--- src/rtl/control_seq_mc_pkg.sv ---
// Shared definitions for the multicycle control sequencer: opcodes, ALU codes,
// FSM/PC-operation encodings and the instruction field splitter.
package control_seq_mc_pkg;

  localparam int MAX_REGW = 8;
  localparam int MAX_IW   = 4 + 3 * MAX_REGW;
  localparam int OFFW     = 2 * MAX_REGW;

  localparam logic [3:0] OP_NOP  = 4'h0;
  localparam logic [3:0] OP_ADD  = 4'h1;
  localparam logic [3:0] OP_SUB  = 4'h2;
  localparam logic [3:0] OP_AND  = 4'h3;
  localparam logic [3:0] OP_OR   = 4'h4;
  localparam logic [3:0] OP_XOR  = 4'h5;
  localparam logic [3:0] OP_NOT  = 4'h6;
  localparam logic [3:0] OP_MOV  = 4'h7;
  localparam logic [3:0] OP_LD   = 4'h8;
  localparam logic [3:0] OP_ST   = 4'h9;
  localparam logic [3:0] OP_BRZ  = 4'hA;
  localparam logic [3:0] OP_BNZ  = 4'hB;
  localparam logic [3:0] OP_JMP  = 4'hC;
  localparam logic [3:0] OP_HALT = 4'hD;

  localparam logic [3:0] FS_NONE = 4'h0;
  localparam logic [3:0] FS_ADD  = 4'h1;
  localparam logic [3:0] FS_SUB  = 4'h2;
  localparam logic [3:0] FS_AND  = 4'h3;
  localparam logic [3:0] FS_OR   = 4'h4;
  localparam logic [3:0] FS_XOR  = 4'h5;
  localparam logic [3:0] FS_NOT  = 4'h6;
  localparam logic [3:0] FS_MOV  = 4'h7;

  typedef enum logic [2:0] {
    ST_BOOT = 3'd0,
    ST_IF   = 3'd1,
    ST_EX   = 3'd2,
    ST_MEM  = 3'd3,
    ST_HALT = 3'd4
  } state_t;

  typedef enum logic [1:0] {
    PC_HOLD = 2'd0,
    PC_INC  = 2'd1,
    PC_REL  = 2'd2,
    PC_LOAD = 2'd3
  } pc_op_t;

  typedef struct packed {
    logic [3:0]          opcode;
    logic [MAX_REGW-1:0] dr;
    logic [MAX_REGW-1:0] sa;
    logic [MAX_REGW-1:0] sb;
    logic [OFFW-1:0]     offset;
  } ir_fields_t;

  // Fields are right-aligned in the returned struct; offset is raw (unextended).
  function automatic ir_fields_t split_ir(input logic [MAX_IW-1:0] word, input int regw);
    ir_fields_t f;
    logic [MAX_IW-1:0] fmask;
    logic [MAX_IW-1:0] omask;
    fmask    = {MAX_IW{1'b1}} >> (MAX_IW - regw);
    omask    = {MAX_IW{1'b1}} >> (MAX_IW - 2 * regw);
    f.opcode = 4'((word >> (3 * regw)) & MAX_IW'(4'hF));
    f.dr     = MAX_REGW'((word >> (2 * regw)) & fmask);
    f.sa     = MAX_REGW'((word >> regw) & fmask);
    f.sb     = MAX_REGW'(word & fmask);
    f.offset = OFFW'(word & omask);
    return f;
  endfunction

endpackage

--- src/rtl/control_seq_mc_seq_pc_unit.sv ---
// Program counter: hold, increment, signed relative add or absolute load,
// all modulo 2^PCW.
module seq_pc_unit
  import control_seq_mc_pkg::*;
#(
  parameter int             PCW      = 8,
  parameter logic [PCW-1:0] RESET_PC = {PCW{1'b0}}
) (
  input  logic           clk,
  input  logic           rst,
  input  logic [1:0]     pc_op,
  input  logic [PCW-1:0] rel_off,
  input  logic [PCW-1:0] load_val,
  output logic [PCW-1:0] pc
);

  logic [PCW-1:0] pc_r;
  logic [PCW-1:0] pc_nx_s;

  // Next PC selection; relative offsets arrive already sign-extended to PCW.
  always_comb begin
    pc_nx_s = pc_r;
    case (pc_op)
      PC_INC:  pc_nx_s = pc_r + {{(PCW-1){1'b0}}, 1'b1};
      PC_REL:  pc_nx_s = pc_r + rel_off;
      PC_LOAD: pc_nx_s = load_val;
      default: pc_nx_s = pc_r;
    endcase
  end

  // PC register.
  always_ff @(posedge clk or posedge rst) begin
    if (rst) begin
      pc_r <= RESET_PC;
    end else begin
      pc_r <= pc_nx_s;
    end
  end

  assign pc = pc_r;

endmodule

--- src/rtl/control_seq_mc.sv ---
// Multicycle control sequencer: fetch/execute/memory/halt FSM with decode,
// driving every datapath control line combinationally from state and IR.
module control_seq_mc
  import control_seq_mc_pkg::*;
#(
  parameter int             REGW     = 4,
  parameter int             PCW      = 8,
  parameter int             DW       = 16,
  parameter logic [PCW-1:0] RESET_PC = {PCW{1'b0}},
  localparam int            IW       = 4 + 3 * REGW
) (
  input  logic            clk_main,
  input  logic            reset,
  input  logic [IW-1:0]   InstructIn,
  input  logic            imem_ack,
  input  logic            dmem_ack,
  input  logic [DW-1:0]   BusA,
  input  logic            Z,
  input  logic            run,
  output logic            imem_req,
  output logic            dmem_req,
  output logic [PCW-1:0]  PC,
  output logic [REGW-1:0] DR,
  output logic [REGW-1:0] SA,
  output logic [REGW-1:0] SB,
  output logic [3:0]      FS,
  output logic            MB,
  output logic            MM,
  output logic            MD,
  output logic            MW,
  output logic            RW,
  output logic            halted,
  output logic            illegal
);

  localparam int OW = 2 * REGW;

  state_t              state_r;
  state_t              state_nx_s;
  logic [IW-1:0]       ir_r;
  logic                ir_load_s;
  pc_op_t              pc_op_s;
  ir_fields_t          fld_s;
  logic [3:0]          op_s;
  logic [OW-1:0]       off_s;
  logic [PCW+OW-1:0]   off_ext_s;
  logic [PCW+DW-1:0]   jmp_ext_s;
  logic                unused_s;

  assign fld_s     = split_ir(MAX_IW'(ir_r), REGW);
  assign op_s      = fld_s.opcode;
  assign DR        = fld_s.dr[REGW-1:0];
  assign SA        = fld_s.sa[REGW-1:0];
  assign SB        = fld_s.sb[REGW-1:0];
  assign off_s     = fld_s.offset[OW-1:0];
  // Widen both ways so the PCW slice is right whether PCW is wider or narrower.
  assign off_ext_s = {{PCW{off_s[OW-1]}}, off_s};
  assign jmp_ext_s = {{PCW{1'b0}}, BusA};
  assign unused_s  = ^{fld_s, off_ext_s, jmp_ext_s};

  // State and instruction register.
  always_ff @(posedge clk_main or posedge reset) begin
    if (reset) begin
      state_r <= ST_BOOT;
      ir_r    <= {IW{1'b0}};
    end else begin
      state_r <= state_nx_s;
      if (ir_load_s) begin
        ir_r <= InstructIn;
      end
    end
  end

  // Next state, PC operation and datapath controls.
  always_comb begin
    state_nx_s = state_r;
    pc_op_s    = PC_HOLD;
    ir_load_s  = 1'b0;
    imem_req   = 1'b0;
    dmem_req   = 1'b0;
    FS         = FS_NONE;
    MB         = 1'b0;
    MM         = 1'b0;
    MD         = 1'b0;
    MW         = 1'b0;
    RW         = 1'b0;
    halted     = 1'b0;
    illegal    = 1'b0;
    case (state_r)
      ST_BOOT: state_nx_s = ST_IF;
      ST_IF: begin
        imem_req = 1'b1;
        if (imem_ack) begin
          ir_load_s  = 1'b1;
          state_nx_s = ST_EX;
        end else begin
          state_nx_s = ST_IF;
        end
      end
      ST_EX: begin
        state_nx_s = ST_IF;
        pc_op_s    = PC_INC;
        case (op_s)
          OP_NOP: pc_op_s = PC_INC;
          OP_ADD, OP_SUB, OP_AND, OP_OR, OP_XOR, OP_NOT, OP_MOV: begin
            FS = op_s;
            RW = 1'b1;
          end
          OP_LD, OP_ST: begin
            state_nx_s = ST_MEM;
            pc_op_s    = PC_HOLD;
          end
          OP_BRZ: pc_op_s = Z ? PC_REL : PC_INC;
          OP_BNZ: pc_op_s = Z ? PC_INC : PC_REL;
          OP_JMP: pc_op_s = PC_LOAD;
          OP_HALT: begin
            state_nx_s = ST_HALT;
            pc_op_s    = PC_HOLD;
          end
          default: illegal = 1'b1;
        endcase
      end
      ST_MEM: begin
        dmem_req = 1'b1;
        MM       = 1'b1;
        if (op_s == OP_ST) begin
          MW = 1'b1;
        end else begin
          MD = 1'b1;
          RW = dmem_ack;
        end
        if (dmem_ack) begin
          pc_op_s    = PC_INC;
          state_nx_s = ST_IF;
        end else begin
          state_nx_s = ST_MEM;
        end
      end
      ST_HALT: begin
        halted = 1'b1;
        if (run) begin
          pc_op_s    = PC_INC;
          state_nx_s = ST_IF;
        end else begin
          state_nx_s = ST_HALT;
        end
      end
      default: state_nx_s = ST_BOOT;
    endcase
  end

  seq_pc_unit #(
    .PCW      (PCW),
    .RESET_PC (RESET_PC)
  ) u_pc (
    .clk      (clk_main),
    .rst      (reset),
    .pc_op    (pc_op_s),
    .rel_off  (off_ext_s[PCW-1:0]),
    .load_val (jmp_ext_s[PCW-1:0]),
    .pc       (PC)
  );

endmodule

--- config.mk ---
export PLATFORM = sky130hd
export DESIGN_NAME = control_seq_mc
export DESIGN_NICKNAME = d
export VERILOG_FILES = /design/src/rtl/control_seq_mc_pkg.sv /design/src/rtl/control_seq_mc_seq_pc_unit.sv /design/src/rtl/control_seq_mc.sv
export SDC_FILE = /design/constraint.sdc
export NUM_CORES = 1
export LEC_CHECK = 0
export ABC_AREA = 1
export BUFFER_PORTS_ARGS = -buffer_cell sky130_fd_sc_hd__buf_2
export CAP_MARGIN = 40
export CORE_MARGIN = 2
export CORE_UTILIZATION = 30
export DETAILED_ROUTE_END_ITERATION = 8
export SYNTH_ARGS = -nofsm -noshare
export SYNTH_HDL_FRONTEND = slang
export SYNTH_SLANG_ARGS = --single-unit
--- constraint.sdc ---
create_clock -name clk_main -period 8.3 [get_ports clk_main]
set_input_delay 1.66 -clock clk_main [delete_from_list [all_inputs] [get_ports clk_main]]
set_output_delay 1.66 -clock clk_main [all_outputs]
set_load 0.01 [all_outputs]
==> impl_metrics.json, run 1 <==
{
  "preCtsSetupSlack_ns": 4.12,
  "cts_root_buf": "clkbuf_8",
  "postRouteAntennaNets": 0,
  "initial_utilization": 0.309,
  "period_needed_ns": 3.88,
  "path_cells": "buf_2 > inv_1 > nand2_1 > nand3_1 > nand2_2 > nor2_1 > inv_1 > or2_1 > ha_1 > inv_1 > fa_1 > o21ai_0 > a21oi_1 > nor2_1 > nor2_1 > xor2_1 > nand2_1 > o211ai_1 > nand2_1",
  "gp_congestion": 0.818,
  "ff2ff_setup_slack_ns": 5.21,
  "first_pass_iters": 4,
  "synth_top_area_cell": "dfrtp_1",
  "crit_arrival_ns": 4.05,
  "min_path_cells": 1,
  "slew_viol_final": 0,
  "hold_path_class": "flop to flop",
  "hold_slack_ns": 0.515,
  "cp-start-kind": "input pin",
  "clock_skew_ns": 0.00678,
  "p_per_area_nw_per_um2": 319,
  "die_w_um": 82.1,
  "dp_hpwl_mm": 3.32,
  "h-tree-depth": 1,
  "design_area_um2": 2180,
  "drcViolationCount": 0,
  "post_cts_buffers": 0,
  "grt_overflow": 0,
  "grt_pass1_wl_mm": 6.78,
  "drt-total-wl_mm": 4.11,
  "num_antenna_cells": 0,
  "tns_ns": 0,
  "r2r-start": "state_r[1]",
  "clock_sinks": 27,
  "std_cell_rows": 28,
  "end_kind": "flop",
  "required_ns": 8.46,
  "synthTopCellsByArea": "dfrtp_1, nand2_1, inv_1",
  "synth_top_area_share": 0.369,
  "areaGrowthSynthToFinish_pct": 19.0,
  "grt_max_degree": 28,
  "placeableCoreArea_um2": 5920,
  "cts_resized": 0,
  "fmax_ghz": 0.258,
  "finalCritPeriodShare": 0.468,
  "placed_cell_area_um2": 2130,
  "layout_setup_ws_ns": 4.42,
  "dr.first_iter.drc_count": 85,
  "fillers": 657,
  "syn_inst": 234,
  "drive_gt1_frac": 0.314,
  "relSlewSlack": 0.568,
  "ir_drop_v": 0.000107,
  "grt_pass1_vias": 1474,
  "dieHeight_um": 82.1,
  "portBuffers": 60,
  "hold_end": "ir_r[9]",
  "io_pins": 71,
  "synthDistinctLibCells": 38,
  "routed_via_density": 4.40,
  "hp-start": "ir_r[9]",
  "postCtsHoldBufs": 0,
  "cts_max_path_buffers": 2,
  "drv_cap": 0,
  "finalSetupViolations": 0,
  "r2r_cells": 21,
  "synth_seq_cells": 27,
  "cts.clk_slew.worst_paths_ns": 0.10,
  "grt_usage": 0.131,
  "synth_warnings": 0,
  "path_delay_family": "simple AND/OR/NAND/NOR gates",
  "numCtsBuffers": 3,
  "cts_tree": "yes",
  "seq_area_frac_synth": 0.369,
  "cp_slowest_stage_delay_ns": 0.40,
  "vias": 1575,
  "path_buf_inv": 4,
  "layout_common_cells": "buf_2, nand2_1, inv_1",
  "rsz0062_at_grt": "false",
  "r2r_end": "u_pc.pc[6]",
  "tightest_slew_ns": 0.648,
  "crit_type": "input pin to flop",
  "hold_viol_final": 0,
  "clk_latency_ns": 0.28,
  "p_leak_nw": 1.19,
  "critPathSlowestCell": "fa_1",
  "status": "complete, no violations",
  "antenna_found_initial": 0,
  "final_nets": 330,
  "die_area_um2": 6740,
  "layout_commonest_cell": "buf_2",
  "path_max_fanout": 7,
  "wl_per_cell_um": 11.5,
  "synth_area_um2": 1830,
  "syn_area_per_cell_um2": 7.82
}
how the worst max path moves through the flow:
| stage | from | to | slack (ns) | cells past startpoint |
|---|---|---|---|---|
| after floorplan | Z | u_pc.pc[6] | 4.56 | 18 |
| after global placement | Z | u_pc.pc[6] | 4.17 | 19 |
| after detailed placement | Z | u_pc.pc[6] | 4.12 | 19 |
| after CTS | Z | u_pc.pc[6] | 4.41 | 19 |
| after global routing | Z | u_pc.pc[6] | 4.11 | 20 |
| final | Z | u_pc.pc[6] | 4.42 | 19 |
per-layer routing:
layer | vias up | track usage | part of all wire
met4 | 0 | 0.0350 | 0.0093
met2 | 42 | 0.206 | 0.44
li1 | 827 | - | -
met5 | - | 0 | 0
met3 | 5 | 0.0253 | 0.058
met1 | 701 | 0.184 | 0.49
power by group:
group / internal [mW] / switching [mW]
registers: 0.191 / 0.0483
clock network: 0.0345 / 0.0433
logic: 0.151 / 0.226
total: 0.376 / 0.318
cell usage after synthesis, drive strengths merged:
cell type   n
a21o        1
a21oi      20
a31oi       1
buf        17
clkinv      1
conb        1
dfrtp      27
fa          1
ha          7
inv        35
mux2        6
nand2      47
nand3      12
nand4       1
nor2       30
nor3        5
o2111a      1
o211ai      1
o21ai      11
o221ai      2
o22ai       1
or2         2
xnor2       2
xor2        2
kinds of logic after synthesis:
| logic type | share of synthesized area |
|---|---|
| buffers and inverters | 0.142 |
| AND/OR/NAND/NOR | 0.244 |
| XOR/XNOR | 0.0192 |
| other | 0.00205 |
| flip-flops | 0.369 |
| multiplexers | 0.0369 |
| adder cells (fa/ha/maj) | 0.0588 |
| AO/OA/AOI/OAI | 0.127 |
per-stage QoR:
stage | power, mW | cells | utilization
floorplan | 0.545 | 235 | -
global placement | 0.617 | 353 | 0.355
detailed placement | 0.625 | 354 | 0.360
CTS | 0.706 | 358 | 0.368
global route | 0.772 | 358 | 0.368
finish | 0.694 | 358 | 0.368
state kept, by name (all words and copies together) (netlist names):
register	cells
state_r	3
ir_r	16
u_pc.pc	8
cell type report:
type	instances	area, um2	share of cell area
multi-input combinational	155	897	0.412
timing repair buffer	61	328	0.151
sequential	27	676	0.310
clock buffer	4	45.0	0.0207
inverter	36	138	0.0632
tap	75	93.8	0.0431
Note: power is estimated with default switching activity, not from simulation.
==> inputs of run 2 (changes only) <==
- clock period: 8.3 -> 3.9 ns (I/O delays scaled with it)
==> run 2 against run 1 <==
Register-to-register slack lost 4.4 ns. Setup slack worse by 3.6 ns. Highest routed layer unchanged. Utilization hardly changed. Combinational power increased by 110%. Clock skew barely moved. Via count grew 0.13%. Die area stayed put. Design area is essentially flat. Global-route usage rose by 0.20 points. Largest power group unchanged.
==> impl_metrics.json, run 2 (synthesis results as in run 1) <==
{
  "status": "complete, no violations",
  "layout_common_cells": "buf_2, nand2_1, inv_1",
  "antenna_found_initial": 0,
  "relSlewSlack": 0.559,
  "grt_pass1_wl_mm": 6.87,
  "io_pins": 71,
  "pwr-share-comb": 0.546,
  "path_common_cell": "nand2_1",
  "p_sw_frac": 0.460,
  "die_w_um": 82.1,
  "postRouteAntennaNets": 0,
  "wl_per_cell_um": 11.7,
  "std_cell_rows": 28,
  "h-tree-depth": 1,
  "placeableCoreArea_um2": 5920,
  "drcViolationCount": 0,
  "period_needed_ns": 3.07,
  "first_pass_iters": 4,
  "critPathSlowestCell": "dfrtp_1",
  "grt_max_degree": 28,
  "portBuffers": 60,
  "cp_slowest_stage_delay_ns": 0.42,
  "clk_latency_ns": 0.28,
  "hold_path_class": "flop to flop",
  "cts_resized": 0,
  "vias": 1577,
  "end_kind": "flop",
  "crit_type": "flop to flop",
  "hold_viol_final": 0,
  "clock_sinks": 27,
  "path_buf_inv": 4,
  "cts_root_buf": "clkbuf_8",
  "drt-total-wl_mm": 4.21,
  "p_per_area_nw_per_um2": 681,
  "cts.clk_slew.worst_paths_ns": 0.10,
  "initial_utilization": 0.309,
  "cp-start-kind": "flop",
  "cts_max_path_buffers": 2,
  "crit_arrival_ns": 3.24,
  "seqPwrFrac": 0.342,
  "num_antenna_cells": 0,
  "r2r-start": "state_r[1]",
  "finalSetupViolations": 0,
  "power.switching_mw": 0.683,
  "clock_skew_ns": 0.00652,
  "grt_overflow": 0,
  "final_nets": 330,
  "layout_commonest_cell": "buf_2",
  "grt_pass1_vias": 1511,
  "tns_ns": 0,
  "finalCritPeriodShare": 0.788,
  "path_max_fanout": 7,
  "post_cts_buffers": 0,
  "ir_drop_v": 0.000309,
  "drv_cap": 0,
  "crit_start": "state_r[1]",
  "largest_reg_flops": 16,
  "gp_congestion": 0.809,
  "drive_gt1_frac": 0.318,
  "fillers": 642,
  "numCtsBuffers": 3,
  "path_delay_family": "simple AND/OR/NAND/NOR gates",
  "dieHeight_um": 82.1,
  "areaGrowthSynthToFinish_pct": 19.1,
  "path_cells": "inv_1 > nand2_1 > nor2_2 > nand2_1 > nand2_1 > inv_1 > nand2_1 > nor2_1 > inv_1 > or2_1 > ha_1 > inv_1 > fa_1 > o21ai_0 > a21oi_1 > nor2_1 > nor2_1 > xor2_1 > nand2_1 > o211ai_1 > nand2_1",
  "tightest_slew_ns": 0.661,
  "hp-start": "ir_r[9]",
  "required_ns": 4.07,
  "cts_tree": "yes",
  "die_area_um2": 6740,
  "p_clk_frac": 0.112,
  "postCtsHoldBufs": 0,
  "dr.first_iter.drc_count": 43,
  "rsz0062_at_grt": "false",
  "slew_viol_final": 0,
  "fmax_ghz": 0.325,
  "grt_usage": 0.133,
  "top_register": "ir_r",
  "p_leak_nw": 1.19,
  "routed_via_density": 4.41,
  "p_int_mw": 0.800,
  "fin_util": 0.368,
  "dp_hpwl_mm": 3.41
}
## run 2: changes by cell type in the layout (fill, tap and decap cells not counted)
cell | previous run | this run
clkinv_2 | 0 | 1
clkbuf_1 | 1 | 0
## run 2: final cells by class
type                    instances  area, um2  area share
repair buffers                 61        328       0.150
clock buffers                   3       41.3      0.0190
clock inverters                 1       5.00     0.00230
inverters                      36        138      0.0632
well taps                      75       93.8      0.0431
multi-input cells             155        897       0.412
flip-flops and latches         27        676       0.310
## run 2: final timing paths
path	depth (start not counted)	slack (ns)	end
max	21	0.83	u_pc.pc[6]
min	1	0.52	ir_r[9]
max reg2reg	21	0.83	u_pc.pc[6]
min reg2reg	1	0.52	ir_r[9]
max in group asynchronous	3	2.82	ir_r[1]
min in group asynchronous	2	0.58	ir_r[11]
## run 2: routing by layer
layer  track usage  up-vias  part of all wire
met5             0        -                 0
met4        0.0267        0            0.0097
met3        0.0352        4             0.062
met2         0.221       46              0.45
met1         0.175      693              0.48
li1              -      834                 -
## run 2: power groups by stage
| stage | registers, mW | clock network (mW) | logic, mW |
|---|---|---|---|
| 3_3_place_gp | 0.510 | 0 | 0.802 |
| 2_1_floorplan | 0.507 | 0 | 0.653 |
| 6_report | 0.507 | 0.166 | 0.810 |
| 4_1_cts | 0.509 | 0.176 | 0.824 |
| 5_1_grt | 0.528 | 0.184 | 0.934 |
| 3_5_place_dp | 0.514 | 0 | 0.819 |
## run 2: worst reg2reg max path, cell delays in order (launching register included)
cell      delay, ns
dfrtp_1        0.42
inv_1          0.12
nand2_1        0.09
nor2_2         0.12
nand2_1        0.10
nand2_1        0.13
inv_1          0.05
nand2_1        0.06
nor2_1         0.04
inv_1          0.20
or2_1          0.14
ha_1           0.16
inv_1          0.05
fa_1           0.39
o21ai_0        0.29
a21oi_1        0.11
nor2_1         0.10
nor2_1         0.05
xor2_1         0.12
nand2_1        0.06
o211ai_1       0.07
nand2_1        0.08
## run 2: per-stage QoR
stage                     cells  cell area [um2]  hold WS [ns]  worst slack, ns  power (mW)
after floorplan             235             1830         0.481             1.04        1.16
final                       358             2180         0.516            0.827        1.48
after global placement      353             2100         0.484            0.651        1.31
after CTS                   358             2180         0.522            0.778        1.51
after global routing        358             2180         0.546            0.386        1.65
after detailed placement    354             2130         0.496            0.560        1.33
==> inputs of run 3 (changes only) <==
- ABC_AREA: 1 -> 0
- clock period: 3.9 -> 3.14 ns (I/O delays scaled with it)
==> run 3 against run 2 <==
Combinational power up 42%. Sequential share of layout area down 1.6 points. Area after synthesis up 2.5%. Sequential power up 27%. Largest cell class unchanged. Highest routed layer unchanged. Critical endpoint unchanged.
==> impl_metrics.json, run 3 <==
{
  "die_area_um2": 6900,
  "layout_commonest_cell": "buf_2",
  "clk_latency_ns": 0.28,
  "synth_most_common_cell": "dfrtp_1",
  "ir_drop_v": 0.000396,
  "seq_area_frac_synth": 0.360,
  "clock_skew_ns": 0.00294,
  "synthTopCellsByArea": "dfrtp_1, mux2_2, buf_4",
  "crit_arrival_ns": 3.13,
  "synth_edf_count": 0,
  "final_nets": 302,
  "die_w_um": 83.0,
  "hold_viol_final": 0,
  "numCtsBuffers": 3,
  "grt_overflow": 0,
  "std_cell_rows": 28,
  "synth_seq_cells": 27,
  "ys_async_sr_fraction": 1.00,
  "cts_max_path_buffers": 2,
  "antenna_found_initial": 0,
  "gp_congestion": 0.891,
  "postRouteAntennaNets": 0,
  "crit_type": "flop to flop",
  "hold_path_class": "input pin to async pin",
  "rsz0062_at_grt": "false",
  "portBuffers": 60,
  "io_pins": 71,
  "synth_warnings": 0,
  "end_kind": "flop",
  "grt_max_degree": 28,
  "synth_top_area_cell": "dfrtp_1",
  "synth_top_flop_cell": "dfrtp_1",
  "top_register": "ir_r",
  "cts_resized": 0,
  "ff2ff_setup_slack_ns": 0.21,
  "post_cts_buffers": 0,
  "wl_per_cell_um": 13.6,
  "synthTopCellsByCount": "dfrtp_1, buf_4, nand2_1",
  "tightest_slew_ns": 0.805,
  "syn_inst": 196,
  "drcViolationCount": 0,
  "first_pass_iters": 4,
  "fmax_ghz": 0.342,
  "status": "complete, no violations",
  "dp_hpwl_mm": 3.54,
  "num_antenna_cells": 0,
  "placeableCoreArea_um2": 5990,
  "period_needed_ns": 2.93,
  "synthDistinctLibCells": 53,
  "postCtsHoldBufs": 0,
  "finalCritPeriodShare": 0.932,
  "grt_pass1_vias": 1532,
  "synth_area_um2": 1870,
  "power_mw": 2.00,
  "drt-total-wl_mm": 4.49,
  "p_per_area_nw_per_um2": 871,
  "cts.clk_slew.worst_paths_ns": 0.09,
  "tns_ns": 0,
  "cts_root_buf": "clkbuf_8",
  "dr.first_iter.drc_count": 82,
  "dieHeight_um": 83.0,
  "grt_usage": 0.132,
  "drv_cap": 0,
  "p_leak_nw": 1.14,
  "areaGrowthSynthToFinish_pct": 22.4,
  "cts_tree": "yes",
  "vias": 1624,
  "slew_viol_final": 0,
  "grt_pass1_wl_mm": 7.47,
  "finalSetupViolations": 0,
  "required_ns": 3.34,
  "largest_reg_flops": 16,
  "h-tree-depth": 1,
  "cp-start-kind": "flop",
  "synth_top_area_share": 0.360,
  "initial_utilization": 0.313,
  "routed_via_density": 4.92,
  "layout_common_cells": "buf_2, dfrtp_1, buf_4",
  "clock_sinks": 27,
  "drive_gt1_frac": 0.412,
  "path_max_fanout": 6,
  "relSlewSlack": 0.464,
  "syn_area_per_cell_um2": 9.56
}
## run 3: cell types whose count changed in the layout (fill, tap and decap cells not counted), sizes merged, moves of 4 or more
cell / change
a21oi: -11
and3: +9
buf: +16
inv: -25
mux2: +8
nand2: -30
nand3: -10
nor2: -22
nor2b: +6
o21ai: -4
## run 3: final cells by class
| cell class | count | area [um2] |
|---|---|---|
| Fill cell | 624 | 3700 |
| Multi-Input combinational cell | 137 | 1010 |
| Sequential cell | 27 | 676 |
| Timing Repair Buffer | 77 | 428 |
| Tap cell | 75 | 93.8 |
| Clock buffer | 4 | 45.0 |
| Inverter | 10 | 37.5 |
## run 3: critical path: stages, from the launching register on
cell,delay [ns]
dfrtp_1,0.47
xor2_2,0.22
a31oi_1,0.12
or2_1,0.23
or3_1,0.36
ha_1,0.20
inv_1,0.07
fa_1,0.18
nor2b_1,0.05
o21a_1,0.19
o21a_1,0.19
o311ai_2,0.29
nand2_1,0.09
a22oi_1,0.16
## run 3: cell families (layout without fill, tap and decap cells)
| group | Yosys count | after routing | share of synthesized area |
|---|---|---|---|
| and+or+nand+nor | 66 | 66 | 0.195 |
| AOI/OAI and AO/OA | 43 | 43 | 0.172 |
| buffers and inverters | 33 | 91 | 0.106 |
| DFF | 27 | 27 | 0.360 |
| muxes | 14 | 14 | 0.0841 |
| adders and majority gates | 8 | 8 | 0.0574 |
| xor gates and xnor gates | 4 | 4 | 0.0227 |
| other | 1 | 2 | 0.00200 |
## run 3: final timing paths
path,start,to,cells after the start
min in group clk_main,ir_r[9],ir_r[9],1
hold / removal,reset,ir_r[14],3
max in group asynchronous,reset,u_pc.pc[0],3
setup / recovery,ir_r[12],u_pc.pc[6],13
hold reg to reg,ir_r[9],ir_r[9],1
setup reg to reg,ir_r[12],u_pc.pc[6],13
## run 3: stage by stage
stage	setup slack, ns	instance area (um2)	util	hold slack, ns	cells
floorplan	0.0158	1880	-	0.482	197
global placement	-0.141	2240	0.374	0.488	326
detailed placement	-0.184	2240	0.374	0.493	326
CTS	0.0249	2280	0.381	0.411	330
global route	0.00999	2290	0.383	0.439	330
finish	0.213	2290	0.383	0.403	330
## run 3: report_power, final
group	total [mW]	switching (mW)	internal, mW
Combinational	1.15	0.595	0.554
Clock	0.204	0.113	0.0912
Sequential	0.645	0.137	0.508
Total	2.00	0.845	1.15
## run 3: per-layer routing
metal	wire [um]	global-route usage	vias to the layer above
met3	109	0.0149	5
met2	2210	0.213	33
met4	65	0.0447	0
li1	-	-	795
met1	2110	0.182	791
met5	0	0	-
